$ cat src/rtl/cpu_controller.sv
// cpu_controller: Moore control FSM for a small datapath CPU.
// Sequences register reads, ALU operation, status update and register
// writeback for MOV-imm, MOV-reg, ADD, CMP, AND and MVN instructions.
//
// Handshake: start is a level request sampled only on a rising clk edge
// while waiting=1 (state WAIT). The opcode/ALU_op presented at that edge
// are latched; later changes to start/opcode/ALU_op are ignored until
// waiting returns to 1. Holding start high begins the next instruction on
// the first edge after waiting returns high.
//
// The current state is held in state_q (type state_t) so checkers can bind
// to it directly.
module cpu_controller (
  input  logic       clk,
  input  logic       rst_n,
  input  logic       start,
  input  logic [2:0] opcode,
  input  logic [1:0] ALU_op,
  output logic       waiting,
  output logic [1:0] reg_sel,
  output logic [1:0] wb_sel,
  output logic       w_en,
  output logic       en_A,
  output logic       en_B,
  output logic       en_C,
  output logic       en_status,
  output logic       sel_A,
  output logic       sel_B
);

  // Instruction classes (opcode field)
  localparam logic [2:0] OPC_MOV = 3'b110;
  localparam logic [2:0] OPC_ALU = 3'b101;

  // ALU_op field values within each class
  localparam logic [1:0] OP_MOV_REG = 2'b00;
  localparam logic [1:0] OP_MOV_IMM = 2'b10;
  localparam logic [1:0] OP_ADD     = 2'b00;
  localparam logic [1:0] OP_CMP     = 2'b01;
  localparam logic [1:0] OP_AND     = 2'b10;
  localparam logic [1:0] OP_MVN     = 2'b11;

  // Decoder register-field selects
  localparam logic [1:0] RSEL_RM = 2'b00;
  localparam logic [1:0] RSEL_RD = 2'b01;
  localparam logic [1:0] RSEL_RN = 2'b10;

  // Writeback sources
  localparam logic [1:0] WB_C      = 2'b00;
  localparam logic [1:0] WB_SXIMM8 = 2'b10;

  typedef enum logic [2:0] {
    S_WAIT   = 3'd0,
    S_DECODE = 3'd1,
    S_WR_IMM = 3'd2,
    S_GET_A  = 3'd3,
    S_GET_B  = 3'd4,
    S_ALU    = 3'd5,
    S_STATUS = 3'd6,
    S_WR_RD  = 3'd7
  } state_t;

  state_t     state_q, state_d;
  logic [2:0] opcode_q, opcode_d;
  logic [1:0] op_q, op_d;

  logic       accept;
  logic       is_mov_reg;

  // A new instruction is accepted only while idle.
  assign accept     = (state_q == S_WAIT) && start;
  assign is_mov_reg = (opcode_q == OPC_MOV) && (op_q == OP_MOV_REG);

  // State and latched instruction fields; reset aborts any instruction.
  always_ff @(posedge clk or negedge rst_n) begin
    if (!rst_n) begin
      state_q  <= S_WAIT;
      opcode_q <= 3'b000;
      op_q     <= 2'b00;
    end else begin
      state_q  <= state_d;
      opcode_q <= opcode_d;
      op_q     <= op_d;
    end
  end

  // Capture the decoder fields only on the accepting edge.
  always_comb begin
    opcode_d = opcode_q;
    op_d     = op_q;
    if (accept) begin
      opcode_d = opcode;
      op_d     = ALU_op;
    end
  end

  // Next-state logic; DECODE routes on the latched fields.
  always_comb begin
    state_d = state_q;
    case (state_q)
      S_WAIT: begin
        if (start) state_d = S_DECODE;
      end
      S_DECODE: begin
        state_d = S_WAIT;
        if (opcode_q == OPC_MOV) begin
          if (op_q == OP_MOV_IMM)      state_d = S_WR_IMM;
          else if (op_q == OP_MOV_REG) state_d = S_GET_B;
        end else if (opcode_q == OPC_ALU) begin
          if (op_q == OP_MVN) state_d = S_GET_B;
          else                state_d = S_GET_A;
        end
      end
      S_WR_IMM: state_d = S_WAIT;
      S_GET_A:  state_d = S_GET_B;
      S_GET_B: begin
        if ((opcode_q == OPC_ALU) && (op_q == OP_CMP)) state_d = S_STATUS;
        else                                           state_d = S_ALU;
      end
      S_ALU:    state_d = S_WR_RD;
      S_STATUS: state_d = S_WAIT;
      S_WR_RD:  state_d = S_WAIT;
      default:  state_d = S_WAIT;
    endcase
  end

  // Moore outputs decoded from the current state and latched fields.
  always_comb begin
    waiting   = 1'b0;
    reg_sel   = RSEL_RM;
    wb_sel    = WB_C;
    w_en      = 1'b0;
    en_A      = 1'b0;
    en_B      = 1'b0;
    en_C      = 1'b0;
    en_status = 1'b0;
    sel_A     = 1'b0;
    sel_B     = 1'b0;
    case (state_q)
      S_WAIT: waiting = 1'b1;
      S_WR_IMM: begin
        reg_sel = RSEL_RN;
        wb_sel  = WB_SXIMM8;
        w_en    = 1'b1;
      end
      S_GET_A: begin
        reg_sel = RSEL_RN;
        en_A    = 1'b1;
      end
      S_GET_B: begin
        reg_sel = RSEL_RM;
        en_B    = 1'b1;
      end
      S_ALU: begin
        en_C  = 1'b1;
        sel_A = is_mov_reg;
      end
      S_STATUS: en_status = 1'b1;
      S_WR_RD: begin
        reg_sel = RSEL_RD;
        wb_sel  = WB_C;
        w_en    = 1'b1;
      end
      default: ;
    endcase
  end

endmodule

$ cat config.mk
export PLATFORM = sky130hd
export DESIGN_NAME = cpu_controller
export DESIGN_NICKNAME = d
export VERILOG_FILES = /design/src/rtl/cpu_controller.sv
export SDC_FILE = /design/constraint.sdc
export NUM_CORES = 1
export LEC_CHECK = 0
export ABC_AREA = 1
export CAP_MARGIN = 10
export CORE_AREA = 2 2 41 43
export DETAILED_ROUTE_END_ITERATION = 7
export DIE_AREA = 0 0 43 45
export HOLD_SLACK_MARGIN = 0.03
export PLACE_DENSITY = 0.78
export SYNTH_ARGS = -nofsm -noshare
export SYNTH_HDL_FRONTEND = slang
export SYNTH_SLANG_ARGS = --single-unit
$ cat constraint.sdc
create_clock -name clk -period 1.08 [get_ports clk]
set_input_delay 0.216 -clock clk [delete_from_list [all_inputs] [get_ports clk]]
set_output_delay 0.216 -clock clk [all_outputs]
set_load 0.01 [all_outputs]
Word-level counts from Yosys, hierarchy flattened:

Index checks and enable logic that the tools add are counted.

* input bits: 8
* output and inout bits: 12
* word-level logic and storage cells: 41
* bits in registers: 8

* eq/ne operators: 13
* reduce and logical (&&, ||, !) cells: 8
* mux-type cells: 17

Operator list (count)
* == test 3 bit (second input constant): 6
* 2-to-1 mux 3 bit: 6
* one-hot mux 3 bit (6 select lines): 1
* 2-to-1 mux 1 bit: 7
* == test 3 x 2 -> 1 bit (second input constant): 2
* == test 2 bit (second input constant): 2
* 2-to-1 mux 2 bit: 2
* one-hot mux 2 bit (2 select lines): 1
* OR reduction 2 bit: 2
* == test 3 x 1 -> 1 bit (second input constant): 1
* logical AND 1 bit: 3
* logical NOT 3 bit: 1
* OR reduction 3 bit: 1
* == test 2 x 1 -> 1 bit (second input constant): 1
* logical NOT 2 bit: 1
* inequality test 2 bit (second input constant): 1

Logic depth before layout (Yosys ltp):

* depth after elaboration: 5
* mapped depth: 6

Least setup slack after synthesis:

OpenSTA, ideal clock, no wires.

* path kind: reg-to-output
* start: reg state_q[1]
* end: out sel_A
* path buffers: 0
* arrival time: 0.935 ns
* setup slack: -0.071 ns
* stages on the path, launching flop included: 6
* cells stage by stage: dfrtp_1 -> inv_2 -> nand2_2 -> nor2_2 -> inv_2 -> nor2_2

* cells in the longest elaborated chain, start to end: 2

Ends and longest elaborated chain
* start: declaration: line 63 `state_t state_q, state_d;`
* start signal: assignment: line 81 `state_q <= state_d;`
* == test 3 bit: line 139 `case (state_q)`
* 2-to-1 mux 1 bit: line 139
* end: declaration: line 27 `output logic sel_A,`

Every way passes these cells.

Worst setup path after layout:

* start: reg state_q[2]
* end: out waiting

* cells in the longest elaborated chain, start to end: 2

Ends and longest elaborated chain
* logical NOT 3 bit: line 139
* 2-to-1 mux 1 bit: line 139
* end: declaration: line 19 `output logic waiting,`

Every way passes these cells.

==> summary.txt <==
Synthesis
  • Async S/R FF share, synth: 100%
  • Ys flop type: dfrtp_1
  • Leading area contributor after synthesis: dfrtp_1
  • Post-synthesis mux area share: 0%
  • Post-synthesis simple-gate area fraction: 49.4%
  • Mapped Cells: 70
  • Synth cell types: 16
  • Area contributors post-synth: dfrtp_1, nand2_1, nand3_1
  • Synth Area in Compound Gates: 1.24%
  • Sequential share of the synthesized area: 39.7%
  • Synth warnings: 0
  • #FFs+latches synth: 8
  • Count leader, synth: nand2_1
  • Post-Synth Adder-Cell Area: 0%
  • Synth top area share: 39.7%
  • Synth Area in XOR/XNOR: 0%
  • Main combinational cell family by area after synthesis: simple AND/OR/NAND/NOR gates
  • Synth Area per Inst: 7.20 um^2
  • Synthesized cell area: 504 um^2
  • EDFF count, synth: 0
  • Post-synth top cells: nand2_1, nand3_1, dfrtp_1

Routing
  • Residual DRC: 0
  • Via density per instance: 4.64
  • Total wire length after detailed routing: 1420 um
  • Per-cell routed wire length: 11.3 um
  • First-iteration detailed-routing DRC count: 7
  • Routed Antenna Nets: 0
  • Total vias in the final route: 585
  • DRT Pass-1 Iters: 4

CTS
  • TritonCTS clock tree: yes
  • Clock Pin Slew Worst Setup and Hold Paths: 50 ps
  • CTS Buf Count: 3
  • H-tree levels: 1
  • Clock Root Buffer: clkbuf_4
  • CTS max path bufs: 2
  • Clock Latency Late Sink: 250 ps
  • Clock Sinks: 8
  • Hold-fix buffers, CTS: 0

Power
  • Logic gate share of total power: 69.1%
  • Worst ir drop on vdd: 1.53 mV
  • Clock share of power: 9.0%
  • Pwr dens: 2720 nW/um^2
  • Switching share of power: 42.4%
  • Switch Pwr: 1070 uW
  • Seq pwr share: 21.9%
  • Cell Int Power: 1450 uW
  • Pleak: 0.000488 uW

Cells and area
  • N_diodes: 0
  • Layout cells sized above 1: 51.8%
  • Synth-to-Final Area Change: 83.4%
  • # nets final: 120
  • Post-route cell area: 925 um^2

Worst setup path
  • Startpoint Class: register
  • Crit Path Class: register to output port
  • Crit-path max FO: 3
  • Crit end category: output port
  • Req. time, crit path: 860 ps
  • Critical Path AT: 1170 ps

GRT
  • Number of global-route vias before repair: 565
  • Largest net degree at the start of global routing: 9
  • Total grt overflow: 0
  • GRT Overall Usage: 15.5%
  • First-pass GRT wire length: 2160 um
  • Initial antenna violation count: 0

Floorplan
  • # rows: 14
  • Initial core utilization: 34.3%
  • # IOs: 20
  • Die W: 43 um
  • Die H: 45 um
  • Overall die area: 1940 um^2
  • Core area: 1470 um^2

Outcome
  • Failing checks: setup timing
  • Status: finished, violations left

Timing
  • Setup violations, final: 18
  • Hold Slack: 249 ps
  • Achievable frequency: 723 MHz
  • Endpoints failing hold: 0
  • Clock Skews: 2.45 ps
  • Unrepaired setup endpoints after global routing: yes
  • Post-layout minimum cycle time: 1380 ps
  • Final Max Slew Viols: 0
  • Setup WS post-layout: -304 ps
  • Final period util: 128%

Placed design
  • Place WS: -475 ps
  • IO Port Bufs: 17
  • HPWL after DPL: 999 um
  • Final weighted congestion in routability-driven placement: 0.793
  • Post-DP Area: 813 um^2

Hold path
  • Hold crit path type: primary input to asynchronous set/reset pin

Run
  • Max-cap violations: 0
==> repair_timing <==
action	in CTS	in global routing
endpoints found under the setup margin	18	18
resized for setup	49	15
buffers inserted	3	3
pin swaps	3	8
==> final cells by class <==
type	instances	area [um^2]
fill	147	547
clock buffer	3	22.5
tap	16	20.0
inverter	8	30.0
sequential	8	200
timing repair buffer	38	329
multi-input combinational	53	323
==> layer usage <==
layer	track usage, %	up-vias	part of all wire, %
li1	-	297	-
met1	15.3	267	35
met2	29.7	19	59
met3	3.60	2	5.8
met4	9.09	0	0.42
met5	0	-	0
==> sequential cells by signal, indices dropped and copies added (netlist names) <==
register  flops
opcode_q      3
state_q       3
op_q          2
==> metrics by stage <==
stage | power [uW] | setup TNS [ps] | utilization (%) | cells
6_report | 2520 | -3810 | 62.8 | 126
5_1_grt | 2710 | -4950 | 62.8 | 126
4_1_cts | 2310 | -3790 | 58.2 | 124
3_5_place_dp | 1970 | -4540 | 55.3 | 118
3_3_place_gp | 1930 | -4160 | 55.3 | 118
2_1_floorplan | 1240 | -38.5 | - | 71
==> path summary, 6_finish.rpt <==
path,startpoint,to,slack (ps),cells after the start
setup / recovery,state_q[2],waiting,-300,4
min in group clk,opcode[2],opcode_q[2],520,3
hold reg to reg,opcode_q[1],opcode_q[1],570,3
hold / removal,rst_n,opcode_q[0],250,1
setup reg to reg,state_q[0],state_q[0],-210,6
max in group asynchronous,rst_n,state_q[1],560,1
==> power by group through the flow <==
stage / sequential [uW] / combinational, uW / clock (uW)
after floorplan: 576 / 668 / 0
after global placement: 532 / 1400 / 0
after detailed placement: 538 / 1430 / 0
after CTS: 538 / 1520 / 245
after global routing: 566 / 1880 / 262
final: 551 / 1740 / 228
==> critical path, cell delays in order, from the launching register on <==
cell	delay [ps]
dfrtp_1	430
buf_6	140
buf_6	110
nor2_4	120
buf_6	110
==> cells by family (layout without fill, tap and decap cells) <==
kind of cell | Yosys count | after routing
AO/OA/AOI/OAI | 1 | 1
buffers and inverters | 10 | 49
other | 1 | 2
AND/OR/NAND/NOR | 50 | 50
flip-flops | 8 | 8
==> placed cells by master, fill, tap and decap left out, types with 4 or more instances in the layout <==
cell type,synthesis,layout
nand2_1,22,20
buf_4,2,14
buf_6,0,11
dfrtp_1,8,8
nand3_1,10,7
clkdlybuf4s50_1,0,7
buf_2,0,6
inv_2,4,5
nor2_4,2,4
nor2_1,7,4
(Power assumes the default switching activity.)
